===== config.mk =====
export PLATFORM = sky130hd
export DESIGN_NAME = controle_multdiv
export DESIGN_NICKNAME = d
export VERILOG_FILES = /design/src/rtl/controle_multdiv_pkg.sv /design/src/rtl/controle_multdiv_datapath.sv /design/src/rtl/controle_multdiv.sv
export SDC_FILE = /design/constraint.sdc
export NUM_CORES = 1
export LEC_CHECK = 0
export CORE_UTILIZATION = 50
export CTS_CLUSTER_DIAMETER = 100
export DETAILED_ROUTE_END_ITERATION = 8
export GPL_TIMING_DRIVEN = 0
export PLACE_DENSITY = 0.78
export SYNTH_ARGS = -nofsm -noshare
export SYNTH_HDL_FRONTEND = slang
export SYNTH_SLANG_ARGS = --single-unit

===== constraint.sdc =====
create_clock -name Clock -period 3.9 [get_ports Clock]
set_clock_uncertainty 0.1 [all_clocks]
set_input_delay 0.78 -clock Clock [delete_from_list [all_inputs] [get_ports Clock]]
set_output_delay 0.78 -clock Clock [all_outputs]
set_load 0.02 [all_outputs]

===== src/rtl/controle_multdiv_pkg.sv =====
// Shared constants for the mult/div sequencer: Funct codes decoded by the
// ALU control and the state encoding of the sequencer FSM.
package pacote_multdiv;

    localparam logic [5:0] FUNCT_MULT = 6'b000010;
    localparam logic [5:0] FUNCT_DIV  = 6'b000011;

    typedef enum logic [1:0] {
        OCIOSO = 2'b00,
        MULT   = 2'b01,
        DIV    = 2'b10,
        FIM    = 2'b11
    } estado_t;

endpackage


===== src/rtl/controle_multdiv_datapath.sv =====
// Iterative datapath for unsigned shift-add multiply and restoring divide.
// One shared pair of working registers holds either the product accumulator
// ({hi, lo}, lo initially holding the multiplier) or the partial remainder
// (hi) and the dividend/quotient shift register (lo). The result registers
// HI/LO/Div_Zero only change on a completion or on a divide-by-zero accept.
module multdiv_datapath #(
    parameter int WIDTH = 32
) (
    input  logic             clk_i,
    input  logic             rst_ni,
    input  logic             load_i,
    input  logic             div_sel_i,
    input  logic             step_mult_i,
    input  logic             step_div_i,
    input  logic             last_i,
    input  logic             dz_i,
    input  logic [WIDTH-1:0] opa_i,
    input  logic [WIDTH-1:0] opb_i,
    output logic [WIDTH-1:0] hi_o,
    output logic [WIDTH-1:0] lo_o,
    output logic             div_zero_o
);

    logic [WIDTH-1:0] acc_hi_q;
    logic [WIDTH-1:0] acc_lo_q;
    logic [WIDTH-1:0] opnd_q;
    logic [WIDTH-1:0] hi_q;
    logic [WIDTH-1:0] lo_q;
    logic             dz_q;

    logic [WIDTH:0]   sum_s;
    logic [WIDTH:0]   part_s;
    logic [WIDTH+1:0] diff_s;
    logic [WIDTH-1:0] nxt_hi_s;
    logic [WIDTH-1:0] nxt_lo_s;

    // One iteration of either algorithm, selected by the active step enable.
    always_comb begin
        nxt_hi_s = acc_hi_q;
        nxt_lo_s = acc_lo_q;
        // Multiply: add multiplicand when the current multiplier bit is set,
        // then shift the whole {carry, hi, lo} right by one.
        if (acc_lo_q[0]) begin
            sum_s = {1'b0, acc_hi_q} + {1'b0, opnd_q};
        end else begin
            sum_s = {1'b0, acc_hi_q};
        end
        // Divide: bring in the next dividend bit and trial-subtract the divisor.
        part_s = {acc_hi_q, acc_lo_q[WIDTH-1]};
        diff_s = {1'b0, part_s} - {2'b00, opnd_q};
        if (step_div_i) begin
            if (diff_s[WIDTH+1]) begin
                nxt_hi_s = part_s[WIDTH-1:0];
                nxt_lo_s = {acc_lo_q[WIDTH-2:0], 1'b0};
            end else begin
                nxt_hi_s = diff_s[WIDTH-1:0];
                nxt_lo_s = {acc_lo_q[WIDTH-2:0], 1'b1};
            end
        end else begin
            nxt_hi_s = sum_s[WIDTH:1];
            nxt_lo_s = {sum_s[0], acc_lo_q[WIDTH-1:1]};
        end
    end

    // Working registers: loaded on accept, advanced once per iteration.
    always_ff @(posedge clk_i or negedge rst_ni) begin
        if (!rst_ni) begin
            acc_hi_q <= {WIDTH{1'b0}};
            acc_lo_q <= {WIDTH{1'b0}};
            opnd_q   <= {WIDTH{1'b0}};
        end else if (load_i) begin
            acc_hi_q <= {WIDTH{1'b0}};
            acc_lo_q <= div_sel_i ? opa_i : opb_i;
            opnd_q   <= div_sel_i ? opb_i : opa_i;
        end else if (step_mult_i || step_div_i) begin
            acc_hi_q <= nxt_hi_s;
            acc_lo_q <= nxt_lo_s;
        end else begin
            acc_hi_q <= acc_hi_q;
            acc_lo_q <= acc_lo_q;
        end
    end

    // Result registers: written on the last iteration or on divide-by-zero.
    // A multiply completion leaves Div_Zero untouched.
    always_ff @(posedge clk_i or negedge rst_ni) begin
        if (!rst_ni) begin
            hi_q <= {WIDTH{1'b0}};
            lo_q <= {WIDTH{1'b0}};
            dz_q <= 1'b0;
        end else if (dz_i) begin
            hi_q <= opa_i;
            lo_q <= {WIDTH{1'b1}};
            dz_q <= 1'b1;
        end else if (last_i && (step_mult_i || step_div_i)) begin
            hi_q <= nxt_hi_s;
            lo_q <= nxt_lo_s;
            dz_q <= step_div_i ? 1'b0 : dz_q;
        end else begin
            hi_q <= hi_q;
            lo_q <= lo_q;
            dz_q <= dz_q;
        end
    end

    assign hi_o       = hi_q;
    assign lo_o       = lo_q;
    assign div_zero_o = dz_q;

endmodule


===== src/rtl/controle_multdiv.sv =====
// Multi-cycle sequencer for mult/div. Accepts a request in OCIOSO, runs WIDTH
// iterations in MULT or DIV, then pulses Pronto for one cycle in FIM.
// Ocupado and Pronto are registered from the next-state value so they track
// the state register exactly, with no path from inputs to outputs.
module controle_multdiv
    import pacote_multdiv::*;
#(
    parameter int WIDTH = 32
) (
    input  logic             Clock,
    input  logic             Reset_n,
    input  logic             Start,
    input  logic [5:0]       Funct,
    input  logic [WIDTH-1:0] Operando_A,
    input  logic [WIDTH-1:0] Operando_B,
    output logic             Ocupado,
    output logic             Pronto,
    output logic             Div_Zero,
    output logic [WIDTH-1:0] HI,
    output logic [WIDTH-1:0] LO
);

    localparam int CW = $clog2(WIDTH);

    estado_t         state_q, state_d;
    logic [CW-1:0]   cnt_q, cnt_d;
    logic            ocupado_q, pronto_q;

    logic            load_s;
    logic            div_sel_s;
    logic            step_mult_s;
    logic            step_div_s;
    logic            last_s;
    logic            dz_s;

    // Next-state, iteration counter and datapath enables.
    always_comb begin
        state_d     = state_q;
        cnt_d       = cnt_q;
        load_s      = 1'b0;
        div_sel_s   = 1'b0;
        step_mult_s = 1'b0;
        step_div_s  = 1'b0;
        last_s      = 1'b0;
        dz_s        = 1'b0;
        case (state_q)
            OCIOSO: begin
                if (Start) begin
                    if (Funct == FUNCT_MULT) begin
                        load_s  = 1'b1;
                        cnt_d   = CW'(WIDTH - 1);
                        state_d = MULT;
                    end else if (Funct == FUNCT_DIV) begin
                        if (Operando_B != {WIDTH{1'b0}}) begin
                            load_s    = 1'b1;
                            div_sel_s = 1'b1;
                            cnt_d     = CW'(WIDTH - 1);
                            state_d   = DIV;
                        end else begin
                            dz_s    = 1'b1;
                            state_d = FIM;
                        end
                    end else begin
                        state_d = OCIOSO;
                    end
                end else begin
                    state_d = OCIOSO;
                end
            end
            MULT: begin
                step_mult_s = 1'b1;
                if (cnt_q == {CW{1'b0}}) begin
                    last_s  = 1'b1;
                    state_d = FIM;
                end else begin
                    cnt_d = cnt_q - CW'(1);
                end
            end
            DIV: begin
                step_div_s = 1'b1;
                if (cnt_q == {CW{1'b0}}) begin
                    last_s  = 1'b1;
                    state_d = FIM;
                end else begin
                    cnt_d = cnt_q - CW'(1);
                end
            end
            FIM: begin
                state_d = OCIOSO;
            end
            default: begin
                state_d = OCIOSO;
            end
        endcase
    end

    // State, counter and Moore status registers.
    always_ff @(posedge Clock or negedge Reset_n) begin
        if (!Reset_n) begin
            state_q   <= OCIOSO;
            cnt_q     <= {CW{1'b0}};
            ocupado_q <= 1'b0;
            pronto_q  <= 1'b0;
        end else begin
            state_q   <= state_d;
            cnt_q     <= cnt_d;
            ocupado_q <= (state_d != OCIOSO);
            pronto_q  <= (state_d == FIM);
        end
    end

    multdiv_datapath #(
        .WIDTH (WIDTH)
    ) u_datapath (
        .clk_i       (Clock),
        .rst_ni      (Reset_n),
        .load_i      (load_s),
        .div_sel_i   (div_sel_s),
        .step_mult_i (step_mult_s),
        .step_div_i  (step_div_s),
        .last_i      (last_s),
        .dz_i        (dz_s),
        .opa_i       (Operando_A),
        .opb_i       (Operando_B),
        .hi_o        (HI),
        .lo_o        (LO),
        .div_zero_o  (Div_Zero)
    );

    assign Ocupado = ocupado_q;
    assign Pronto  = pronto_q;

endmodule

==> reports/qor.json <==
{
  "sta": {
    "tightest_slew_ns": 1.38,
    "report.final.hold_viol_count": 0,
    "final-max-slew-violation-count": 0,
    "post-route-period-util_pct": 97.7,
    "max-slew-margin-rel_pct": 8.26,
    "layout_min_cycle_time_ns": 3.81,
    "rsz0062_at_grt": "false",
    "setup_violations": 0,
    "aggregate_negative_setup_slack_ns": 0,
    "max_clock_freq_ghz": 0.262
  },
  "floorplan": {
    "core_box_area_um2": 24500,
    "io-pin-count": 140,
    "fp-row-count": 57,
    "dieArea_um2": 25700,
    "die_height_um": 160,
    "die_w_um": 160,
    "floorplan.initialDensity_pct": 51.2
  },
  "synthesis": {
    "ys_async_sr_fraction_pct": 100,
    "yosys_warnings": 0,
    "synth_fp_nets": 1621,
    "post_synth_instance_area_um2": 12500,
    "synth_area_per_cell_um2": 8.49,
    "ys_seq_area_share_pct": 34.0,
    "postSynth.topFlopCell": "sky130_fd_sc_hd__dfrtp_1",
    "synthCells": 1476,
    "synthesis_stage_register_bit_count": 170,
    "number_of_enable_flip_flop_cells_after_synthesis": 0,
    "yosys.cell_types.count": 82
  },
  "pwr": {
    "power.total_w": 0.00894,
    "power-per-cell-area_nw_per_um2": 597,
    "peakVddDrop_v": 0.000251,
    "power.leakage_nw": 6.78
  },
  "detailed_routing": {
    "detailedRoute.firstIterationViolations": 1561,
    "route.detailed.drc": 0,
    "totalWireLength_um": 43300,
    "drt_pass1_iterations": 5,
    "routed-via-count": 12625,
    "postRouteAntennaNets": 0,
    "route.detailed.vias_per_inst": 6.41,
    "wl_per_cell_um": 22.0
  },
  "clock_tree": {
    "clock-root-buffer": "sky130_fd_sc_hd__clkbuf_16",
    "postCtsHoldBufs": 0,
    "clock_pin_slew_on_the_worst_setup_and_hold_paths_ns": 0.07,
    "cts_made_buffers": 17,
    "htreeDepth": 4,
    "cts_repair_resize_count": 0,
    "cts_setup_buffers": 0,
    "clock_path_buffers": 2,
    "cts.sinks": 170,
    "cts_tree": "yes",
    "clock_latency_ns": 0.43
  },
  "critical_path": {
    "worst_path_max_delay_cell": "sky130_fd_sc_hd__clkbuf_1",
    "r2r-start": "u_datapath.opnd_q[4]$_DFFE_PN0P_",
    "worstPathRequired_ns": 4.08,
    "data_arrival_time_of_the_critical_path_ns": 3.99,
    "critical_path_peak_fanout": 10,
    "timing.rr.end": "u_datapath.acc_lo_q[0]$_DFFE_PN0P_",
    "worstSetupEndpointType": "flop",
    "biggest_cell_delay_along_the_critical_path_ns": 0.52,
    "critical_path.startpoint_type": "input pin",
    "reg2regPathDepth": 12,
    "path_common_cell": "sky130_fd_sc_hd__clkbuf_1",
    "critical_path.cell_chain": "clkdlybuf4s50_1 > nor4_1 > nand4_1 > nor2_1 > nand2_1 > nand3_1 > clkbuf_1 > clkbuf_1 > o21ai_0",
    "flop_to_flop_setup_slack_ns": 0.11,
    "timing.setup.critical_path_class": "in2reg"
  },
  "layout": {
    "final_net_count": 1779,
    "insertedDiodeCount": 0,
    "area_delta_synth_final_pct": 19.5,
    "layout.cell_area.non_filler_um2": 15000,
    "layout-drive-gt1-share_pct": 5.53,
    "fill_cells": 2086
  },
  "job": {
    "max_cap_violations": 0
  },
  "placement": {
    "weighted_congestion_reported_at_the_end_of_routability_driven_placement": 0.957,
    "placed_wire_length_estimate_after_detailed_placement_um": 33500,
    "place_area_um2": 14400,
    "placement.io_buffers": 139
  },
  "global_routing": {
    "antenna_found_initial": 0,
    "globalRouteOverflowTotal": 0,
    "gr-usage-all-layers_pct": 33.5,
    "via_count_of_the_first_global_routing_pass": 12070,
    "grt_pass1_wl_um": 66700,
    "grt_start_max_net_pins": 94
  },
  "status": {
    "run_status": "completed"
  },
  "min_path": {
    "holdCritPathClass": "in2async"
  }
}
==> sequential cells by signal (all words and copies together), names as in the netlist <==
| register | count |
|---|---|
| cnt_q | 5 |
| u_datapath.acc_lo_q | 32 |
| u_datapath.opnd_q | 32 |
| u_datapath.div_zero_o | 1 |
| u_datapath.hi_o | 32 |
| Pronto | 1 |
| u_datapath.acc_hi_q | 32 |
| state_q | 2 |
| Ocupado | 1 |
| u_datapath.lo_o | 32 |
==> cells in the mapped netlist (4+ instances only) <==
library cell,count,area (um^2)
sky130_fd_sc_hd__a211oi_1,12,90.1
sky130_fd_sc_hd__a211oi_2,4,50.1
sky130_fd_sc_hd__a21o_1,25,188
sky130_fd_sc_hd__a21oi_1,134,671
sky130_fd_sc_hd__a221o_1,4,40.0
sky130_fd_sc_hd__a22o_1,4,35.0
sky130_fd_sc_hd__a31o_1,4,35.0
sky130_fd_sc_hd__a31oi_1,12,75.1
sky130_fd_sc_hd__a32o_1,5,50.1
sky130_fd_sc_hd__and2_1,8,50.1
sky130_fd_sc_hd__and3_1,27,169
sky130_fd_sc_hd__buf_1,4,15.0
sky130_fd_sc_hd__buf_2,11,55.1
sky130_fd_sc_hd__clkbuf_1,73,274
sky130_fd_sc_hd__dfrtp_1,170,4250
sky130_fd_sc_hd__ha_1,70,876
sky130_fd_sc_hd__inv_1,53,199
sky130_fd_sc_hd__mux2_2,5,56.3
sky130_fd_sc_hd__mux2i_1,108,1080
sky130_fd_sc_hd__nand2_1,196,736
sky130_fd_sc_hd__nand2b_1,6,37.5
sky130_fd_sc_hd__nand3_1,42,210
sky130_fd_sc_hd__nand4_1,15,93.8
sky130_fd_sc_hd__nor2_1,59,221
sky130_fd_sc_hd__nor2b_1,5,31.3
sky130_fd_sc_hd__nor3_1,10,50.1
sky130_fd_sc_hd__nor4_1,11,68.8
sky130_fd_sc_hd__o211ai_1,75,563
sky130_fd_sc_hd__o21a_1,5,37.5
sky130_fd_sc_hd__o21ai_0,134,671
sky130_fd_sc_hd__o21ai_1,41,205
sky130_fd_sc_hd__o21bai_1,11,82.6
sky130_fd_sc_hd__o31ai_1,9,67.6
sky130_fd_sc_hd__or3_1,7,43.8
sky130_fd_sc_hd__xnor2_1,40,350
sky130_fd_sc_hd__xor2_1,14,123
==> through the flow <==
step / hold slack [ns] / util [%] / worst slack, ns / instances
floorplan: 0.378 / - / 0.824 / 1476
CTS: 0.231 / 61.2 / 0.0803 / 1971
global route: 0.253 / 61.2 / 0.0174 / 1970
finish: 0.185 / 61.2 / 0.0880 / 1970
detailed placement: 0.388 / 58.7 / -0.357 / 1940
global placement: 0.382 / 58.6 / -4.78 / 1939
==> where the power goes <==
part | switching (W) | internal [W] | total (W) | leakage [nW]
Combinational | 0.00280 | 0.00185 | 0.00465 | 4.44
Sequential | 0.000438 | 0.00209 | 0.00253 | 2.05
Clock | 0.000737 | 0.00103 | 0.00177 | 0.287
==> cell type report <==
type                       count  area (um^2)  share of cell area, %
multi-input combinational   1158         7680                   51.3
sequential                   170         4250                   28.4
timing repair buffer         140         1420                   9.51
clock buffer                  19          443                   2.96
tap                          324          405                   2.71
buffer                        93          398                   2.66
inverter                      54          203                   1.35
clock inverter                12          165                   1.10
==> kinds of logic (layout without fill, tap and decap cells) <==
kind of cell    Yosys count  after routing  share of synthesized area, %
fa+ha+maj                72             72                          7.31
flops                   170            170                          34.0
compound gates          519            519                          26.4
xor+xnor                 54             54                          3.78
mux                     113            113                          9.08
buf+inv                 148            318                          4.79
simple gates            400            400                          14.7
==> critical path, delay by kind of cell <==
kind / cells / cell delay (ns)
simple gates: 5 / 1.50
buf+inv: 3 / 1.49
compound gates: 1 / 0.20
==> how the worst max path moves through the flow <==
stage                                            start                             endpoint  slack (ns)  depth (start not counted)
finish                                   Operando_B[0]   u_datapath.acc_lo_q[0]$_DFFE_PN0P_        0.09                          9
global placement                               Reset_n  u_datapath.acc_hi_q[27]$_DFFE_PN0P_       -4.78                          1
floorplan           u_datapath.acc_hi_q[0]$_DFFE_PN0P_      u_datapath.hi_o[29]$_DFFE_PN0P_        0.82                         12
global route        u_datapath.acc_hi_q[0]$_DFFE_PN0P_      u_datapath.hi_o[29]$_DFFE_PN0P_        0.02                         12
CTS                                      Operando_B[0]  u_datapath.acc_hi_q[27]$_DFFE_PN0P_        0.08                         10
detailed placement                       Operando_B[0]  u_datapath.acc_hi_q[27]$_DFFE_PN0P_       -0.36                         10
==> cells in the final DEF, fill, tap and decap left out, types with 59 or more instances in the layout <==
cell type,instances
sky130_fd_sc_hd__a21oi_1,134
sky130_fd_sc_hd__clkbuf_1,69
sky130_fd_sc_hd__clkdlybuf4s50_1,138
sky130_fd_sc_hd__dfrtp_1,170
sky130_fd_sc_hd__ha_1,70
sky130_fd_sc_hd__mux2i_1,108
sky130_fd_sc_hd__nand2_1,196
sky130_fd_sc_hd__nor2_1,59
sky130_fd_sc_hd__o211ai_1,75
sky130_fd_sc_hd__o21ai_0,133
==> per-layer routing <==
| layer | track usage (%) | routed length (um) |
|---|---|---|
| met1 | 43.3 | 17100 |
| met2 | 54.2 | 19700 |
| met3 | 5.71 | 4430 |
| met4 | 17.2 | 2140 |
| met5 | 0 | 0 |
No activity file was read; power rests on OpenSTA's default activity.
